[src/rtl/button_pkg.sv]
// Shared event-code definitions for the button event path: debouncer users,
// the scheduler and downstream consumers all agree on these encodings.
package button_pkg;

  typedef enum logic [1:0] {
    PRESS   = 2'd0,
    RELEASE = 2'd1,
    LONG    = 2'd2
  } evt_code_e;

  localparam int EVT_ID_W = 3;

  // Index successor with wrap-around, used to rotate the round-robin pointer.
  function automatic int wrap_inc(input int idx, input int n);
    return (idx + 1 >= n) ? 0 : idx + 1;
  endfunction

endpackage

[src/rtl/rr_arbiter.sv]
// Rotating-priority search: first requester at or after ptr wins.
// Purely combinational; the caller owns and advances the pointer.
module rr_arbiter #(
  parameter  int N  = 4,
  localparam int IW = $clog2(N)
) (
  input  logic [N-1:0]  req,
  input  logic [IW-1:0] ptr,
  output logic [N-1:0]  grant,
  output logic [IW-1:0] idx,
  output logic          any
);

  // NOTE: every output gets a default before the loop so no path leaves it
  // unassigned; otherwise synthesis infers a latch.
  always_comb begin
    int cand;
    grant = '0;
    idx   = '0;
    any   = 1'b0;
    cand  = 0;
    for (int k = 0; k < N; k++) begin
      cand = int'(ptr) + k;
      if (cand >= N) cand = cand - N;
      if (!any && req[cand]) begin
        any         = 1'b1;
        grant[cand] = 1'b1;
        idx         = IW'(cand);
      end
    end
  end

endmodule

[src/rtl/button_event_scheduler.sv]
// Collects press/release/long-press events from debounced buttons, merges
// repeats per button, and presents them one at a time on a valid/ready port.
module button_event_scheduler
  import button_pkg::*;
#(
  parameter int NUM_BTN    = 4,
  parameter int LONG_TICKS = 200
) (
  input  logic               clk,
  input  logic               rst,
  input  logic               tick,
  input  logic [NUM_BTN-1:0] btn_rising,
  input  logic [NUM_BTN-1:0] btn_falling,
  output logic               evt_valid,
  input  logic               evt_ready,
  output logic [2:0]         evt_id,
  output logic [1:0]         evt_code,
  output logic               overflow
);

  localparam int IW = $clog2(NUM_BTN);
  localparam int CW = $clog2(LONG_TICKS + 1);
  localparam logic [CW-1:0] CNT_MAX  = CW'(LONG_TICKS);
  localparam logic [CW-1:0] CNT_LAST = CW'(LONG_TICKS - 1);

  logic [NUM_BTN-1:0] pend_press, pend_rel, pend_long;
  logic [NUM_BTN-1:0] held;
  logic [CW-1:0]      hold_cnt [NUM_BTN];
  logic [IW-1:0]      rr_ptr;

  logic [NUM_BTN-1:0] long_set, req, grant;
  logic [NUM_BTN-1:0] clr_press, clr_rel, clr_long;
  logic [IW-1:0]      win_idx;
  logic               win_any, load_en, do_load, ovf_next;
  evt_code_e          win_code;

  // Long fires on the tick that brings the counter to its ceiling; a
  // simultaneous edge pulse restarts the hold instead.
  always_comb begin
    long_set = '0;
    for (int i = 0; i < NUM_BTN; i++)
      long_set[i] = tick && held[i] && !btn_rising[i] && !btn_falling[i]
                    && (hold_cnt[i] == CNT_LAST);
  end

  assign req = pend_press | pend_rel | pend_long;

  rr_arbiter #(.N(NUM_BTN)) u_arb (
    .req   (req),
    .ptr   (rr_ptr),
    .grant (grant),
    .idx   (win_idx),
    .any   (win_any)
  );

  assign load_en = !evt_valid || evt_ready;
  assign do_load = load_en && win_any;

  always_comb begin
    win_code  = RELEASE;
    clr_press = '0;
    clr_rel   = '0;
    clr_long  = '0;
    if (|(grant & pend_press))     win_code = PRESS;
    else if (|(grant & pend_long)) win_code = LONG;
    if (do_load) begin
      unique case (win_code)
        PRESS:   clr_press = grant;
        LONG:    clr_long  = grant;
        default: clr_rel   = grant;
      endcase
    end
  end

  // A set landing on a bit being cleared this edge is a fresh event, not a merge.
  assign ovf_next = |((btn_rising  & pend_press & ~clr_press) |
                      (btn_falling & pend_rel   & ~clr_rel)   |
                      (long_set    & pend_long  & ~clr_long));

  // NOTE: state registers use non-blocking assignments so every flop samples
  // the pre-edge values regardless of statement order.
  always_ff @(posedge clk or posedge rst) begin
    if (rst) begin
      pend_press <= '0;
      pend_rel   <= '0;
      pend_long  <= '0;
      held       <= '0;
    end else begin
      pend_press <= (pend_press & ~clr_press) | btn_rising;
      pend_rel   <= (pend_rel   & ~clr_rel)   | btn_falling;
      pend_long  <= (pend_long  & ~clr_long)  | long_set;
      held       <= (held | btn_rising) & ~btn_falling;
    end
  end

  // NOTE: the hold counters are individual flops, not a RAM, so each one is
  // cleared by reset; a stale count would otherwise fake a long press.
  always_ff @(posedge clk or posedge rst) begin
    if (rst) begin
      for (int i = 0; i < NUM_BTN; i++) hold_cnt[i] <= '0;
    end else begin
      for (int i = 0; i < NUM_BTN; i++) begin
        if (btn_rising[i] || btn_falling[i])
          hold_cnt[i] <= '0;
        else if (tick && held[i] && hold_cnt[i] != CNT_MAX)
          hold_cnt[i] <= hold_cnt[i] + 1'b1;
      end
    end
  end

  always_ff @(posedge clk or posedge rst) begin
    if (rst) begin
      evt_valid <= 1'b0;
      evt_id    <= '0;
      evt_code  <= '0;
      rr_ptr    <= '0;
      overflow  <= 1'b0;
    end else begin
      overflow <= ovf_next;
      if (do_load) begin
        evt_valid <= 1'b1;
        evt_id    <= 3'(win_idx);
        evt_code  <= win_code;
        rr_ptr    <= IW'(wrap_inc(int'(win_idx), NUM_BTN));
      end else if (load_en) begin
        evt_valid <= 1'b0;
      end
    end
  end

endmodule

[config.mk]
export PLATFORM = sky130hd
export DESIGN_NAME = button_event_scheduler
export DESIGN_NICKNAME = d
export VERILOG_FILES = /design/src/rtl/button_pkg.sv /design/src/rtl/rr_arbiter.sv /design/src/rtl/button_event_scheduler.sv
export SDC_FILE = /design/constraint.sdc
export NUM_CORES = 1
export LEC_CHECK = 0
export CORE_MARGIN = 1
export CORE_UTILIZATION = 40
export CTS_BUF_LIST = sky130_fd_sc_hd__clkbuf_4 sky130_fd_sc_hd__clkbuf_8
export DETAILED_ROUTE_END_ITERATION = 8
export SYNTH_ARGS = -nofsm -noshare
export SYNTH_HDL_FRONTEND = slang
export SYNTH_SLANG_ARGS = --single-unit
[constraint.sdc]
create_clock -name clk -period 5.1 [get_ports clk]
set_input_delay 1.02 -clock clk [delete_from_list [all_inputs] [get_ports clk]]
set_output_delay 1.02 -clock clk [all_outputs]
set_load 0.005 [all_outputs]
Word level (Yosys, flattened, before mapping)
Cells that the tools add are included.
{"block": "totals", "register_bits": 56, "input_bits": 12}
{"block": "classes", "order_cmp": 13, "bitwise": 27, "n_addsub": 12, "n_eq_ne": 9, "n_reduce_logical": 55, "mux": 55}
{"cell": "32-bit by 1-bit greater-or-equal comparator with 1-bit output (second input constant)", "n": 4}
{"cell": "32-bit by 4-bit less-than comparator with 1-bit output (second input constant)", "n": 4}
{"cell": "32-bit 2-to-1 mux", "n": 4}
{"cell": "32-bit by 4-bit greater-or-equal comparator with 1-bit output (second input constant)", "n": 3}
{"cell": "32-bit by 4-bit subtractor with 32-bit output (second input constant)", "n": 3}
{"cell": "8-bit 2-to-1 mux", "n": 8}
{"cell": "4-bit bitwise AND", "n": 12}
{"cell": "4-bit bitwise OR", "n": 11}
{"cell": "4-bit 2-to-1 mux", "n": 10}
{"cell": "8-bit by 1-bit adder with 8-bit output (second input constant)", "n": 4}
{"cell": "8-bit equality test (second input constant)", "n": 4}
{"cell": "8-bit inequality test (second input constant)", "n": 4}
{"cell": "1-bit logical AND", "n": 28}
{"cell": "1-bit 2-to-1 mux", "n": 18}
{"cell": "4-bit NOT", "n": 4}
{"cell": "2-bit 2-to-1 mux", "n": 7}
{"cell": "1-bit logical NOT", "n": 12}
{"cell": "4-bit OR reduction", "n": 3}
{"cell": "2-bit nonzero test", "n": 5}
{"cell": "1-bit binary-select mux with 2-bit select", "n": 4}
{"cell": "1-bit demux with 2-bit select", "n": 4}
{"cell": "2-bit by 1-bit adder with 3-bit output (second input constant)", "n": 2}
{"cell": "2-bit by 2-bit adder with 3-bit output (second input constant)", "n": 2}
{"cell": "1-bit logical OR", "n": 5}
{"cell": "other kinds (6)", "n": 6}

Longest topological paths before layout
{"block": "logic_depth", "depth_word": 28, "depth_mapped": 15}

By module
Synthesis repeated with hierarchy kept, for this count alone.
{"block": "hier_totals", "cells_unflattened": 346, "hier_area_um2": 3303.2}
{"mod": "button_event_scheduler", "n_inst": 1, "seq_area_each_um2": 1401.3, "cells_per_inst": 298, "area_each_um2": 2842.7}
{"mod": "rr_arbiter", "n_inst": 1, "seq_area_each_um2": 0.0, "cells_per_inst": 48, "area_each_um2": 460.4}

Least setup slack after synthesis
OpenSTA, ideal clock, no wires.
{"block": "synth_path", "kind": "register to register", "startpoint": "reg with a tool-made name", "endpoint": "reg overflow", "required_ps": 4969, "t_arrival_ps": 4065, "slack_ps": 903, "stages_incl_launch_ff": 16, "path_cell_list": "dfrtp_1 > clkbuf_1 > clkbuf_1 > buf_1 > inv_1 > ha_1 > clkbuf_1 > o41ai_1 > a21oi_1 > nor4_1 > o31ai_2 > a2111oi_4 > nand2_2 > o311ai_0 > nand4_1 > or3_1"}
{"element": "end signal: assignment", "line": "button_event_scheduler.sv:119", "source": "overflow <= ovf_next;"}
{"element": "end: declaration", "line": "button_event_scheduler.sv:18", "source": "output logic overflow"}

==> flow_summary.yaml <==
placement:
  place_inst: 521
  port_buffers: 17
  place_hpwl_microns: 5958
  pre_cts_slack_ns: 1.429
  place.gp.congestion: 0.9210
  place_area_sq_um: 3822
sta:
  fmax_ghz: 0.2693
  finalSetupViolCount: 0
  fin_skew_ns: 0.01280
  final_max_slew_viol_count: 0
  post-route-min-period_ns: 3.713
  hold_violations: 0
  max-slew-margin-rel_pct: 47.71
  tns_ns: 0
  worst_pin_slew_ns: 0.7784
  finalCritPeriodShare_pct: 72.80
  rsz0062_at_grt: "false"
  hold-worst-slack_ns: 0.4875
  worst_slack_ns: 1.387
yosys:
  synth-compound-area-share_pct: 18.94
  yosys_warnings: 0
  synth_area_leaders: "dfrtp_1 39%, ha_1 5.6%, nor2_1 5.1%"
  synth_edf_count: 0
  synth_area_sq_um: 3561
  yosysTopAreaCell: "dfrtp_1"
  synthArstFlopShare_pct: 100.0
  synthSimpleGateAreaFrac_pct: 24.31
  synth_top_family_by_area: "simple AND/OR/NAND/NOR gates"
  syn_nets: 437
  synth_ff_type: "dfrtp_1"
  yosysUniqueCellTypes: 56
  ys_seq_elements: 56
  syn_inst: 409
  synth_top_area_share_pct: 39.35
  synthAdderAreaFrac_pct: 5.622
  ys_seq_area_share_pct: 39.35
  synthMuxAreaShare_pct: 2.178
  syn_avg_cell_area_sq_um: 8.706
  synth_xor_area_share_pct: 5.411
detailed_routing:
  drt_pass1_iterations: 4
  routed_wl_microns: 8134
  drc: 0
  vias: 3042
  drtAntennaViolNets: 0
  wl_per_cell_microns: 15.38
  drt_iter0_drc: 216
  vias_per_cell: 5.750
pwr:
  vdd_ir_drop_max_uv: 114.0
  p_comb_share_pct: 31.6
  swShare_pct: 35.59
  p_clk_share_pct: 22.5
  switchingPower_mw: 0.3816
  p_int_mw: 0.6906
  p_leak_nw: 1.544
  power_density_nw_per_um2: 274.2
  pwr-share-seq_pct: 45.9
  finalPower_mw: 1.072
hold_path:
  hold-path-cell-count: 2
  min-delay-start: "evt_id[0]$_DFFE_PP0P_"
  hold_end: "evt_id[0]$_DFFE_PP0P_"
  min_path_type: "flop to flop"
cts:
  cts-resized-gates: 0
  insertion_delay_ns: 0.32
  clock_sinks: 56
  postCtsHoldBufs: 0
  cts-root-buf: "clkbuf_8"
  htree_levels: 2
  path_clk_slew_ns: 0.10
  cts_setup_buffers: 0
  clockBufferDepth: 2
  cts_made_buffers: 5
  cts_tree: "yes"
critical_path:
  path_class: "flop to flop"
  end_kind: "flop"
  r2r_cells: 11
  path_buf_inv: 1
  crit_chain: "inv_1 > ha_1 > o41ai_1 > a21oi_1 > o21ai_0 > a31oi_1 > a221oi_1 > nand3_2 > o311ai_0 > nand4_1 > or3_1"
  max_stage_delay_ns: 0.50
  slowest_stage: "o41ai_1"
  arrival_ns: 3.92
  critPathMaxFanout: 17
  crit_required_ns: 5.31
  ff2ff_setup_slack_ns: 1.39
  reg2reg_to: "overflow$_DFF_PP0_"
  path_delay_family: "compound AO/OA/AOI/OAI gates"
  critPathLaunchType: "flop"
outcome:
  status: "finished clean"
final_layout:
  drive_gt1_share_pct: 6.413
  insertedDiodeCount: 0
  final_cells: 529
  stdcell_area_sq_um: 3910
  nets: 448
  utilization_pct: 45.05
  synthToLayoutAreaGrowth_pct: 9.803
global_route:
  gr-total-overflow: 0
  grt_max_degree: 57
  grt_pass1_wl_microns: 13920
  antenna_found_initial: 0
  grt_pass1_vias: 2915
  globalRouteTotalUtil_pct: 19.39
floorplanning:
  ios: 19
  die_w_microns: 96.35
  row_count: 34
  core-area_sq_um: 8678
  die_h_microns: 96.35
  dieArea_sq_um: 9283
  initial_core_util_pct: 41.03
job:
  drv_cap: 0
-- cells by family after synthesis --
| logic type | Yosys count |
|---|---|
| other | 1 |
| multiplexers | 4 |
| adder cells (fa/ha/maj) | 16 |
| XOR/XNOR | 22 |
| buffers and inverters | 37 |
| flip-flops | 56 |
| AO/OA/AOI/OAI | 99 |
| AND/OR/NAND/NOR | 174 |
-- sequential cells by signal, summed over array words and instances, names as in the netlist, named ones only --
register    flops
pend_press      4
hold_cnt       32
evt_code        2
pend_long       4
evt_id          2
overflow        1
rr_ptr          1
held            4
pend_rel        4
evt_valid       1
-- cells in the mapped netlist (12+ instances only) --
cell type  number
a21oi_1        26
dfrtp_1        56
ha_1           16
inv_1          20
nand2_1        38
nand2b_1       12
nand3_1        14
nor2_1         48
nor3_1         16
o21ai_0        16
xor2_1         13
-- power by group through the flow --
stage,registers [mW],logic [mW],clock network (mW)
after global routing,0.496,0.377,0.271
after global placement,0.501,0.335,0
after detailed placement,0.501,0.335,0
final,0.492,0.339,0.241
after CTS,0.492,0.337,0.255
after floorplan,0.500,0.237,0
-- placed cells by master, fill, tap and decap left out, types with 4 or more instances in the layout --
master and count:
o21ai_1 11, inv_1 19, ha_1 16, nand4_1 5, and3_1 5, nor2_1 48
a22oi_1 4, a21oi_1 26, or3_1 10, nor3_1 16, o21ai_0 16, nand2b_1 12
xor2_1 13, dfrtp_1 56, o311ai_0 4, clkbuf_8 5, clkdlybuf4s50_1 17, a221oi_1 4
xnor2_1 9, nor4_1 8, o211ai_1 4, nand3_1 14, and2_1 4, or2_2 4
nand2_1 38
-- layout make-up --
type,instances,area [sq um]
timing repair buffer,20,192.7
clock inverter,3,18.77
multi-input combinational,316,2014
clock buffer,5,68.82
sequential,56,1401
fill,913,4768
tap,108,135.1
inverter,21,78.83
-- worst min-delay path, cell delays in order (launching register included) --
cell,delay (ns)
dfrtp_1,0.36
nand2_1,0.05
nand2_1,0.06
-- per-layer routing --
layer,global-route usage (%),vias to the layer above,share of wire [%]
met1,25.71,1472,46
met4,8.211,0,2.6
li1,-,1488,-
met2,31.91,61,48
met3,2.370,21,2.9
met5,0,-,0
-- how the worst max path moves through the flow --
stage | startpoint | to | cells after the start
final | flop | overflow$_DFF_PP0_ | 11
after global routing | flop | overflow$_DFF_PP0_ | 11
after CTS | flop | overflow$_DFF_PP0_ | 11
after detailed placement | flop | overflow$_DFF_PP0_ | 11
after global placement | flop | overflow$_DFF_PP0_ | 11
after floorplan | flop | overflow$_DFF_PP0_ | 15
Power figures use the tool's default switching activity.
